[src/rtl/a7800_pkg.sv]
// ============================================================================
// a7800_pkg : shared types and A78 header layout for the 7800 ROM loader
// Revision  : 1.0
// ============================================================================
`default_nettype none

package a7800_pkg;

  typedef enum logic [1:0] {
    TGT_CART      = 2'd0,
    TGT_BIOS_NTSC = 2'd1,
    TGT_BIOS_PAL  = 2'd2,
    TGT_NONE      = 2'd3
  } tgt_t;

  typedef enum logic [2:0] {
    ST_IDLE  = 3'd0,
    ST_START = 3'd1,
    ST_HDR   = 3'd2,
    ST_BODY  = 3'd3,
    ST_DONE  = 3'd4
  } loader_state_t;

  localparam int OFF_SIG_FIRST = 1;
  localparam int OFF_SIG_LAST  = 5;
  localparam int OFF_SIZE      = 49;
  localparam int OFF_FLAGS     = 53;
  localparam int OFF_JOY0      = 55;
  localparam int OFF_JOY1      = 56;
  localparam int OFF_REGION    = 57;
  localparam int OFF_SAVE      = 58;

  localparam logic [39:0] SIG_ATARI = 40'h41_54_41_52_49;

  function automatic tgt_t decode_target(input logic [7:0] idx);
    if (idx[5:0] == 6'd1)                      return TGT_CART;
    if (idx[5:0] == 6'd0 && idx[7:6] == 2'd0)  return TGT_BIOS_NTSC;
    if (idx[5:0] == 6'd0 && idx[7:6] == 2'd1)  return TGT_BIOS_PAL;
    return TGT_NONE;
  endfunction

endpackage

`default_nettype wire

[src/rtl/a78_header_parser.sv]
// ============================================================================
// a78_header_parser : captures A78 header fields and checks the "ATARI" tag
// Revision          : 1.0
// ============================================================================
`default_nettype none

module a78_header_parser
  import a7800_pkg::*;
(
  input  logic        clk_sys,
  input  logic        reset,
  input  logic        clear,
  input  logic        byte_we,
  input  logic [24:0] byte_addr,
  input  logic [7:0]  byte_data,
  output logic        cart_is_7800,
  output logic [31:0] hdr_size,
  output logic [15:0] cart_flags,
  output logic [15:0] joy_type,
  output logic        cart_region,
  output logic [7:0]  save_type
);

  logic [39:0] r_sig;
  logic        r_is_7800;
  logic [31:0] r_hdr_size;
  logic [15:0] r_flags;
  logic [15:0] r_joy;
  logic        r_region;
  logic [7:0]  r_save;

  always_ff @(posedge clk_sys) begin
    if (reset || clear) begin
      r_sig      <= '0;
      r_is_7800  <= 1'b0;
      r_hdr_size <= '0;
      r_flags    <= '0;
      r_joy      <= '0;
      r_region   <= 1'b0;
      r_save     <= '0;
    end else if (byte_we) begin
      case (byte_addr)
        25'(OFF_SIG_FIRST):     r_sig[39:32] <= byte_data;
        25'(OFF_SIG_FIRST + 1): r_sig[31:24] <= byte_data;
        25'(OFF_SIG_FIRST + 2): r_sig[23:16] <= byte_data;
        25'(OFF_SIG_FIRST + 3): r_sig[15:8]  <= byte_data;
        // Last tag byte is compared straight from the bus so the flag lands one cycle later.
        25'(OFF_SIG_LAST): begin
          r_sig[7:0] <= byte_data;
          r_is_7800  <= ({r_sig[39:8], byte_data} == SIG_ATARI);
        end
        25'(OFF_SIZE):          r_hdr_size[31:24] <= byte_data;
        25'(OFF_SIZE + 1):      r_hdr_size[23:16] <= byte_data;
        25'(OFF_SIZE + 2):      r_hdr_size[15:8]  <= byte_data;
        25'(OFF_SIZE + 3):      r_hdr_size[7:0]   <= byte_data;
        25'(OFF_FLAGS):         r_flags[15:8] <= byte_data;
        25'(OFF_FLAGS + 1):     r_flags[7:0]  <= byte_data;
        25'(OFF_JOY0):          r_joy[15:8]   <= byte_data;
        25'(OFF_JOY1):          r_joy[7:0]    <= byte_data;
        25'(OFF_REGION):        r_region      <= byte_data[0];
        25'(OFF_SAVE):          r_save        <= byte_data;
        default: ;
      endcase
    end
  end

  assign cart_is_7800 = r_is_7800;
  assign hdr_size     = r_hdr_size;
  assign cart_flags   = r_flags;
  assign joy_type     = r_joy;
  assign cart_region  = r_region;
  assign save_type    = r_save;

endmodule

`default_nettype wire

[src/rtl/rom_loader.sv]
// ============================================================================
// rom_loader : routes HPS ioctl downloads to cart / BIOS memories, strips the
//              A78 header and holds the core until the first cart is loaded
// Revision   : 1.0
// ============================================================================
`default_nettype none

module rom_loader
  import a7800_pkg::*;
#(
  parameter int CART_AW = 19,
  parameter int BIOS_AW = 14,
  parameter int HDR_LEN = 128,
  parameter int NUM_TGT = 3
) (
  input  logic               clk_sys,
  input  logic               reset,
  input  logic               ioctl_download,
  input  logic [7:0]         ioctl_index,
  input  logic [24:0]        ioctl_addr,
  input  logic [7:0]         ioctl_dout,
  input  logic               ioctl_wr,
  output logic [CART_AW-1:0] mem_addr,
  output logic [7:0]         mem_data,
  output logic [NUM_TGT-1:0] mem_we,
  output logic               cart_is_7800,
  output logic [31:0]        cart_size,
  output logic [31:0]        hdr_size,
  output logic [15:0]        cart_flags,
  output logic [15:0]        joy_type,
  output logic               cart_region,
  output logic [7:0]         save_type,
  output logic               overflow,
  output logic               load_done,
  output logic               hold
);

  loader_state_t      r_state, w_state_next;
  tgt_t               r_tgt;
  logic               r_dl_prev;
  logic [NUM_TGT-1:0] r_mem_we;
  logic [CART_AW-1:0] r_mem_addr;
  logic [7:0]         r_mem_data;
  logic               r_overflow;
  logic [24:0]        r_last_addr;
  logic               r_got_byte;
  logic [31:0]        r_cart_size;
  logic               r_hold;

  logic               w_dl_rise;
  logic               w_byte;
  logic               w_cart_byte;
  logic               w_clear;
  logic [24:0]        w_raddr;
  logic [25:0]        w_limit;
  logic               w_fits;
  logic [NUM_TGT-1:0] w_we_vec;
  logic [31:0]        w_end;
  logic [31:0]        w_hdr;
  logic [31:0]        w_size;

  assign w_dl_rise   = ioctl_download & ~r_dl_prev;
  assign w_byte      = ioctl_wr & ioctl_download & (r_tgt != TGT_NONE) &
                       (r_state inside {ST_START, ST_HDR, ST_BODY});
  assign w_cart_byte = w_byte & (r_tgt == TGT_CART);
  assign w_clear     = (r_state == ST_START) & (r_tgt == TGT_CART);

  // Payload past a recognised header lands on top of the raw header bytes.
  assign w_raddr = (r_tgt == TGT_CART && cart_is_7800 && ioctl_addr >= 25'(HDR_LEN))
                   ? ioctl_addr - 25'(HDR_LEN) : ioctl_addr;
  assign w_limit = (r_tgt == TGT_CART) ? (26'd1 << CART_AW) : (26'd1 << BIOS_AW);
  assign w_fits  = ({1'b0, w_raddr} < w_limit);

  always_comb begin
    w_we_vec = '0;
    for (int i = 0; i < NUM_TGT; i++) begin
      w_we_vec[i] = (int'(r_tgt) == i);
    end
  end

  always_comb begin
    w_end  = {7'd0, r_last_addr} + 32'd1;
    w_hdr  = cart_is_7800 ? 32'(HDR_LEN) : 32'd0;
    w_size = (!r_got_byte || w_end <= w_hdr) ? 32'd0 : w_end - w_hdr;
  end

  always_comb begin
    w_state_next = r_state;
    case (r_state)
      ST_IDLE:  if (w_dl_rise) w_state_next = ST_START;
      ST_START: w_state_next = (r_tgt == TGT_CART) ? ST_HDR : ST_BODY;
      ST_HDR: begin
        if (!ioctl_download)
          w_state_next = ST_DONE;
        else if (w_cart_byte && ioctl_addr >= 25'(HDR_LEN - 1))
          w_state_next = ST_BODY;
      end
      ST_BODY:  if (!ioctl_download) w_state_next = ST_DONE;
      ST_DONE:  w_state_next = ST_IDLE;
      default:  w_state_next = ST_IDLE;
    endcase
  end

  always_ff @(posedge clk_sys) begin
    if (reset) begin
      r_state     <= ST_IDLE;
      r_tgt       <= TGT_NONE;
      // Pretend the window was already open so a download in flight is not re-armed.
      r_dl_prev   <= 1'b1;
      r_mem_we    <= '0;
      r_mem_addr  <= '0;
      r_mem_data  <= '0;
      r_overflow  <= 1'b0;
      r_last_addr <= '0;
      r_got_byte  <= 1'b0;
      r_cart_size <= '0;
      r_hold      <= 1'b1;
    end else begin
      r_state   <= w_state_next;
      r_dl_prev <= ioctl_download;
      if (r_state == ST_IDLE && w_dl_rise)
        r_tgt <= decode_target(ioctl_index);

      r_mem_we <= (w_byte && w_fits) ? w_we_vec : '0;
      if (w_byte && w_fits) begin
        r_mem_addr <= w_raddr[CART_AW-1:0];
        r_mem_data <= ioctl_dout;
      end

      if (r_state == ST_START) begin
        r_got_byte  <= 1'b0;
        r_last_addr <= '0;
      end
      if (w_clear)
        r_overflow <= 1'b0;
      if (w_byte && !w_fits)
        r_overflow <= 1'b1;
      if (w_cart_byte) begin
        r_last_addr <= ioctl_addr;
        r_got_byte  <= 1'b1;
      end

      if (r_state == ST_DONE && r_tgt == TGT_CART) begin
        r_cart_size <= w_size;
        r_hold      <= 1'b0;
      end
    end
  end

  a78_header_parser u_hdr (
    .clk_sys      (clk_sys),
    .reset        (reset),
    .clear        (w_clear),
    .byte_we      (w_cart_byte),
    .byte_addr    (ioctl_addr),
    .byte_data    (ioctl_dout),
    .cart_is_7800 (cart_is_7800),
    .hdr_size     (hdr_size),
    .cart_flags   (cart_flags),
    .joy_type     (joy_type),
    .cart_region  (cart_region),
    .save_type    (save_type)
  );

  assign mem_we    = r_mem_we;
  assign mem_addr  = r_mem_addr;
  assign mem_data  = r_mem_data;
  assign overflow  = r_overflow;
  assign cart_size = r_cart_size;
  assign hold      = r_hold;
  assign load_done = (r_state == ST_DONE);

endmodule

`default_nettype wire
[config.mk]
export PLATFORM = sky130hd
export DESIGN_NAME = rom_loader
export DESIGN_NICKNAME = d
export VERILOG_FILES = /design/src/rtl/a7800_pkg.sv /design/src/rtl/a78_header_parser.sv /design/src/rtl/rom_loader.sv
export SDC_FILE = /design/constraint.sdc
export NUM_CORES = 1
export LEC_CHECK = 0
export CAP_MARGIN = 20
export CELL_PAD_IN_SITES_DETAIL_PLACEMENT = 0
export CELL_PAD_IN_SITES_GLOBAL_PLACEMENT = 1
export CORE_MARGIN = 4
export CORE_UTILIZATION = 39
export CTS_BUF_LIST = sky130_fd_sc_hd__clkbuf_2
export DETAILED_ROUTE_END_ITERATION = 10
export GPL_TIMING_DRIVEN = 0
export PLACE_DENSITY = 0.82
export REMOVE_ABC_BUFFERS = 1
export SYNTH_ARGS = -nofsm -noshare
export SYNTH_HDL_FRONTEND = slang
export SYNTH_SLANG_ARGS = --single-unit
[constraint.sdc]
create_clock -name clk_sys -period 6.2 [get_ports clk_sys]
set_clock_uncertainty 0.15 [all_clocks]
set_input_delay 1.86 -clock clk_sys [delete_from_list [all_inputs] [get_ports clk_sys]]
set_output_delay 1.86 -clock clk_sys [all_outputs]
set_load 0.01 [all_outputs]
### Word-level counts from Yosys, hierarchy flattened

Index checks and enable logic that the tools add are counted.

* register bits: 202
* output and inout port bits: 139

* add/subtract/negate cells: 3
* order comparisons: 4
* eq/ne operators: 28
* muxes and demuxes: 34
* bitwise gates (word level): 8
* reduce and logical (&&, ||, !) cells: 38

Operators by type and width (number)
* $eq A25 B6 Y1 const B: 10
* $mux W25: 3
* $eq A25 B2 Y1 const B: 2
* $eq A25 B3 Y1 const B: 2
* $eq A40 B39 Y1 const B: 1
* $mux W32: 1
* $reduce_and A2 Y1: 15
* $sub A26 B8 Y27: 1
* $add A25 B1 Y26 const B: 1
* $le A26 B8 Y1: 1
* $eq A25 B1 Y1 const B: 1
* $ge A25 B7 Y1 const B: 1
* $ge A25 B8 Y1 const B: 1
* $lt A25 B20 Y1: 1
* $sub A25 B8 Y25 const B: 1
* $mux W20: 1
* $mux W1: 17
* $mux W2: 6
* $mux W3: 4
* $pmux W3 S4: 1
* $logic_and A1 B1 Y1: 9
* $mux W8: 1
* $and A1 B1 Y1: 6
* $eq A3 B2 Y1 const B: 2
* 17 further kinds: 26

### Depth between registers and ports, before layout

* depth after elaboration: 15
* depth in mapped cells: 15
* depth with buffers taken out: 12

### Hierarchy

Synthesis repeated with hierarchy kept, for this count alone.

* cell total of the unflattened synthesis: 1062
* area, all modules: 9545.4 um2

Modules (own cells, without submodules)
* rom_loader: instances 1, cells each 660, area each 5390.2 um2, sequential area each 1821.7 um2
* a78_header_parser: instances 1, cells each 402, area each 4155.2 um2, sequential area each 2122.0 um2

### Least setup slack after synthesis

Ideal clock, no wire load.

* path type: input-to-reg
* start point: in ioctl_addr[9]
* end point: reg r_mem_addr[0], in the netlist mem_addr[0]
* library setup time: 128 ps
* arrival time: 4734 ps
* required time: 5922 ps
* path slack: 1188 ps
* cell stages on the path: 12
* path buffers: 2
* path through: clkbuf_1 nor4_1 nand4_1 or3_1 nor4_1 xor2_1 ha_1 a2111o_1 nor4_4 buf_4 mux2i_1 nor2_1

* word-level cells in the longest chain between the ends: 5
* elaborated cells on any way between the ends: 6
* classes of those cells: add/sub (1); order compare (2); mux (1); reduce/logical (2)

RTL lines
* start: declaration: RTL line rom_loader.sv:20 `input logic [24:0] ioctl_addr,`
* $ge A25 B8 Y1: RTL line rom_loader.sv:69 `assign w_raddr = (r_tgt == TGT_CART && cart_is_7800 && ioctl_addr >= 25'(HDR_LEN))`
* $logic_and A1 B1 Y1: RTL line rom_loader.sv:69
* $mux W25 (*): RTL line rom_loader.sv:70 `? ioctl_addr - 25'(HDR_LEN) : ioctl_addr;`
* $lt A25 B20 Y1: RTL line rom_loader.sv:72 `assign w_fits = ({1'b0, w_raddr} < w_limit);`
* $logic_and A1 B1 Y1: RTL line rom_loader.sv:125 `if (w_byte && w_fits) begin`
* end signal: assignment: RTL line rom_loader.sv:126 `r_mem_addr <= w_raddr[CART_AW-1:0];`
* end: declaration: RTL line rom_loader.sv:42 `logic [CART_AW-1:0] r_mem_addr;`

Mark *: on every way between the ends. The rest lies on a longest branch, timed or not.
A chain may end at the register's enable or synchronous reset.

### Final worst setup path

* start point: in ioctl_addr[2]
* end point: reg r_mem_addr[4], in the netlist mem_addr[4]

The elaborated chain is that of the path after synthesis.

==> impl_metrics.json <==
{
  "run_status": "finished clean",
  "final_layout_size_suffix_gt1_share_pct": 7.48,
  "cts_root_buffer": "clkbuf_2",
  "min_to": "u_hdr.joy_type[8]$_SDFFE_PP0P_",
  "synth.top_cell.area_share_pct": 43.8,
  "peakVddDrop_uv": 154,
  "async_flop_share_pct": 0,
  "maxCapViolations": 0,
  "synth_top_cell_by_area": "dfxtp_1",
  "grt_pass1_vias": 7351,
  "syn_inst": 1073,
  "viasPerCell": 5.18,
  "combPwrFrac_pct": 5.9,
  "slowest_delay_ns": 0.78,
  "p_switching_uw": 589,
  "timing.fmax_mhz": 177,
  "start_util_pct": 39.7,
  "synth_most_common_cell": "nand2_1",
  "insertion_delay_ns": 0.78,
  "worst_pin_slew_ns": 0.914,
  "n_fill_cell": 2199,
  "drc": 0,
  "r2r_end": "mem_addr[4]$_SDFFE_PP0P_",
  "dieArea_mm2": 0.0256,
  "ant_nets": 0,
  "dp_hpwl_um": 17600,
  "slew_headroom_pct": 38.9,
  "rsz0062_at_grt": "false",
  "finalHoldViolCount": 0,
  "drtIter0Drc": 427,
  "intPower_uw": 1490,
  "clk_path_buf_depth": 2,
  "met2_usage_pct": 32.2,
  "synthTopCellsByArea": "dfxtp_1 (44%), nand2_1 (8.9%), mux2i_1 (6.8%)",
  "routed_wl_um": 24900,
  "ctsResizeCount": 0,
  "firstDrtPassIters": 7,
  "setup_violations": 0,
  "syn_to_final_growth_pct": 24.2,
  "cts_tree": "done",
  "worst-path-buf-inv": 3,
  "r2r_start": "r_tgt[1]$_SDFFE_PP1P_",
  "h-tree-depth": 4,
  "ios": 184,
  "vias": 7774,
  "crit_path_cell_trace": "clkdlybuf4s50_1 > nor4_1 > a31oi_1 > or3_1 > nor4_1 > xor2_1 > ha_1 > a2111o_1 > nor4_4 > buf_6 > buf_6 > mux2i_1 > nor2_1",
  "fin_ws_ns": 0.561,
  "hp-start": "u_hdr.joy_type[8]$_SDFFE_PP0P_",
  "grtUsageMet1_pct": 24.2,
  "fin_tns_setup_ns": 0,
  "dpl_cell_area_mm2": 0.0109,
  "overflow": 0,
  "place_ws_ns": -0.308,
  "final_area_mm2": 0.0112,
  "antenna_found_initial": 1,
  "wl_per_cell_um": 16.6,
  "final-max-slew-violation-count": 0,
  "powerDensity_mw_per_mm2": 186,
  "synth_flop_cell": "dfxtp_1",
  "rows": 55,
  "top_usage_layer": "met2",
  "p_leak_uw": 0.00386,
  "cts_setup_buffers": 0,
  "place_congestion": 0.898,
  "reg2reg_slack_ns": 2.07,
  "pwr-share-clk_pct": 32.7,
  "fp.dieW_um": 160,
  "synth_area_mm2": 0.00901,
  "hold_depth": 2,
  "end_kind": "register",
  "crit_slowest_cell": "nor4_4",
  "crit_arrival_ns": 6.19,
  "seq_area_frac_synth_pct": 43.8,
  "synth_warnings": 0,
  "cts_buffers": 17,
  "grt_usage_pct": 19.0,
  "crit_type": "input port to register",
  "startpoint": "ioctl_addr[2]",
  "grt_pass1_wl_um": 39800,
  "cp_max_fo": 15,
  "fin_crit_sh_pct": 91.0,
  "hold_class": "register to register",
  "synthDistinctLibCells": 79,
  "synth_area_per_cell_um2": 8.40,
  "reg2reg_depth": 12,
  "fin_nets": 1255,
  "cp.required_ns": 6.75,
  "synthTopCellsByCount": "nand2_1 (213), dfxtp_1 (197), nor2_1 (109)",
  "timing.final.crit_period_ns": 5.64,
  "switching_share_pct": 28.3,
  "synth_edf_count": 0,
  "cts.sinks": 197,
  "die_h_um": 160,
  "grt_max_degree": 43,
  "core-area_mm2": 0.0227,
  "start_kind": "input port",
  "crit_family": "simple AND/OR/NAND/NOR gates",
  "ys_seq_elements": 197,
  "postCtsHoldBufs": 0,
  "port_buffers": 183,
  "path_clk_slew_ns": 0.31,
  "met3_usage_pct": 5.73,
  "power.share.sequential_pct": 61.4
}
-- stage by stage --
stage	total power, uW	hold slack, ns	util [%]	instances
2_1_floorplan	1330	0.277	-	994
3_3_place_gp	1410	0.285	47.5	1462
3_5_place_dp	1420	0.292	48.0	1469
4_1_cts	2110	0.321	49.3	1501
5_1_grt	2170	0.337	49.3	1502
6_report	2080	0.318	49.3	1502
-- worst max-delay path by stage --
stage / to / slack, ns / cells after the start
after floorplan: mem_we[1]$_SDFF_PP0_ / 0.36 / 9
after global placement: overflow$_SDFFE_PP0P_ / -2.20 / 3
after detailed placement: mem_addr[4]$_SDFFE_PP0P_ / -0.31 / 13
after CTS: mem_addr[0]$_SDFFE_PP0P_ / 0.57 / 13
after global routing: mem_addr[7]$_SDFFE_PP0P_ / 0.37 / 13
final: mem_addr[4]$_SDFFE_PP0P_ / 0.56 / 13
-- layout by cell type, fill, tap and decap left out, types with 7 or more instances in the layout --
| cell | netlist | final |
|---|---|---|
| clkdlybuf4s50_1 | 0 | 182 |
| o21ai_2 | 19 | 19 |
| dfxtp_1 | 197 | 197 |
| nand3_1 | 45 | 45 |
| nor2_1 | 109 | 108 |
| a211oi_1 | 13 | 13 |
| a31oi_1 | 8 | 8 |
| xor2_1 | 16 | 16 |
| o21ai_0 | 12 | 12 |
| and3_1 | 8 | 8 |
| xnor2_1 | 33 | 33 |
| nor3_1 | 19 | 19 |
| mux2i_1 | 61 | 61 |
| clkbuf_2 | 0 | 17 |
| ha_1 | 7 | 7 |
| nand4_1 | 10 | 10 |
| nor4b_1 | 7 | 7 |
| or2_2 | 7 | 7 |
| a21oi_1 | 98 | 98 |
| inv_1 | 11 | 11 |
| nand2_1 | 213 | 213 |
| nor4_1 | 12 | 12 |
-- cells by family (layout without fill, tap and decap cells) --
logic type,after synthesis,in the layout,synth area share [%]
mux,61,61,6.78
simple gates,485,485,25.9
compound gates,183,183,12.8
buf+inv,91,234,5.01
other cells,0,1,0
xor+xnor,49,49,4.76
flops,197,197,43.8
fa+ha+maj,7,7,0.972
-- metal layers --
| layer | wire length, um | part of all wire, % |
|---|---|---|
| met1 | 11300 | 45 |
| met2 | 11900 | 48 |
| met3 | 1460 | 5.9 |
| met4 | 289 | 1.2 |
| met5 | 0 | 0 |
-- state kept, by name, summed over array words and instances (netlist names), 2 cells and up --
register          count
u_hdr.r_sig          32
mem_data              8
cart_size            27
mem_addr             19
r_tgt                 2
r_state               3
r_last_addr          25
u_hdr.joy_type       16
u_hdr.hdr_size       32
mem_we                3
u_hdr.save_type       8
u_hdr.cart_flags     16
-- power by group through the flow --
stage	Combinational, uW	Clock, uW	Sequential, uW
final	122	681	1280
after global routing	131	761	1280
after CTS	122	706	1280
after detailed placement	122	0	1300
after global placement	115	0	1300
after floorplan	36.1	0	1300
-- worst register-to-register path, cell delays in order, from the launching register on --
cell and delay (ns):
dfxtp_1 0.43, nor2_2 0.30, nand2_1 0.14, or3_1 0.39
nor4_1 0.24, xor2_1 0.20, ha_1 0.25, a2111o_1 0.41
nor4_4 0.78, buf_6 0.29, buf_6 0.21, mux2i_1 0.21
nor2_1 0.05
-- final cells by class --
class,count,area (um^2),area share [%]
Clock buffer,17,85.1,0.760
Inverter,12,45.0,0.403
Timing Repair Buffer,190,1940,17.3
Multi-Input combinational cell,785,4630,41.4
Sequential cell,197,3940,35.2
Tap cell,285,357,3.19
Clock inverter,15,191,1.71
Antenna cell,1,2.50,0.0224
Note: power is estimated with default switching activity, not from simulation.
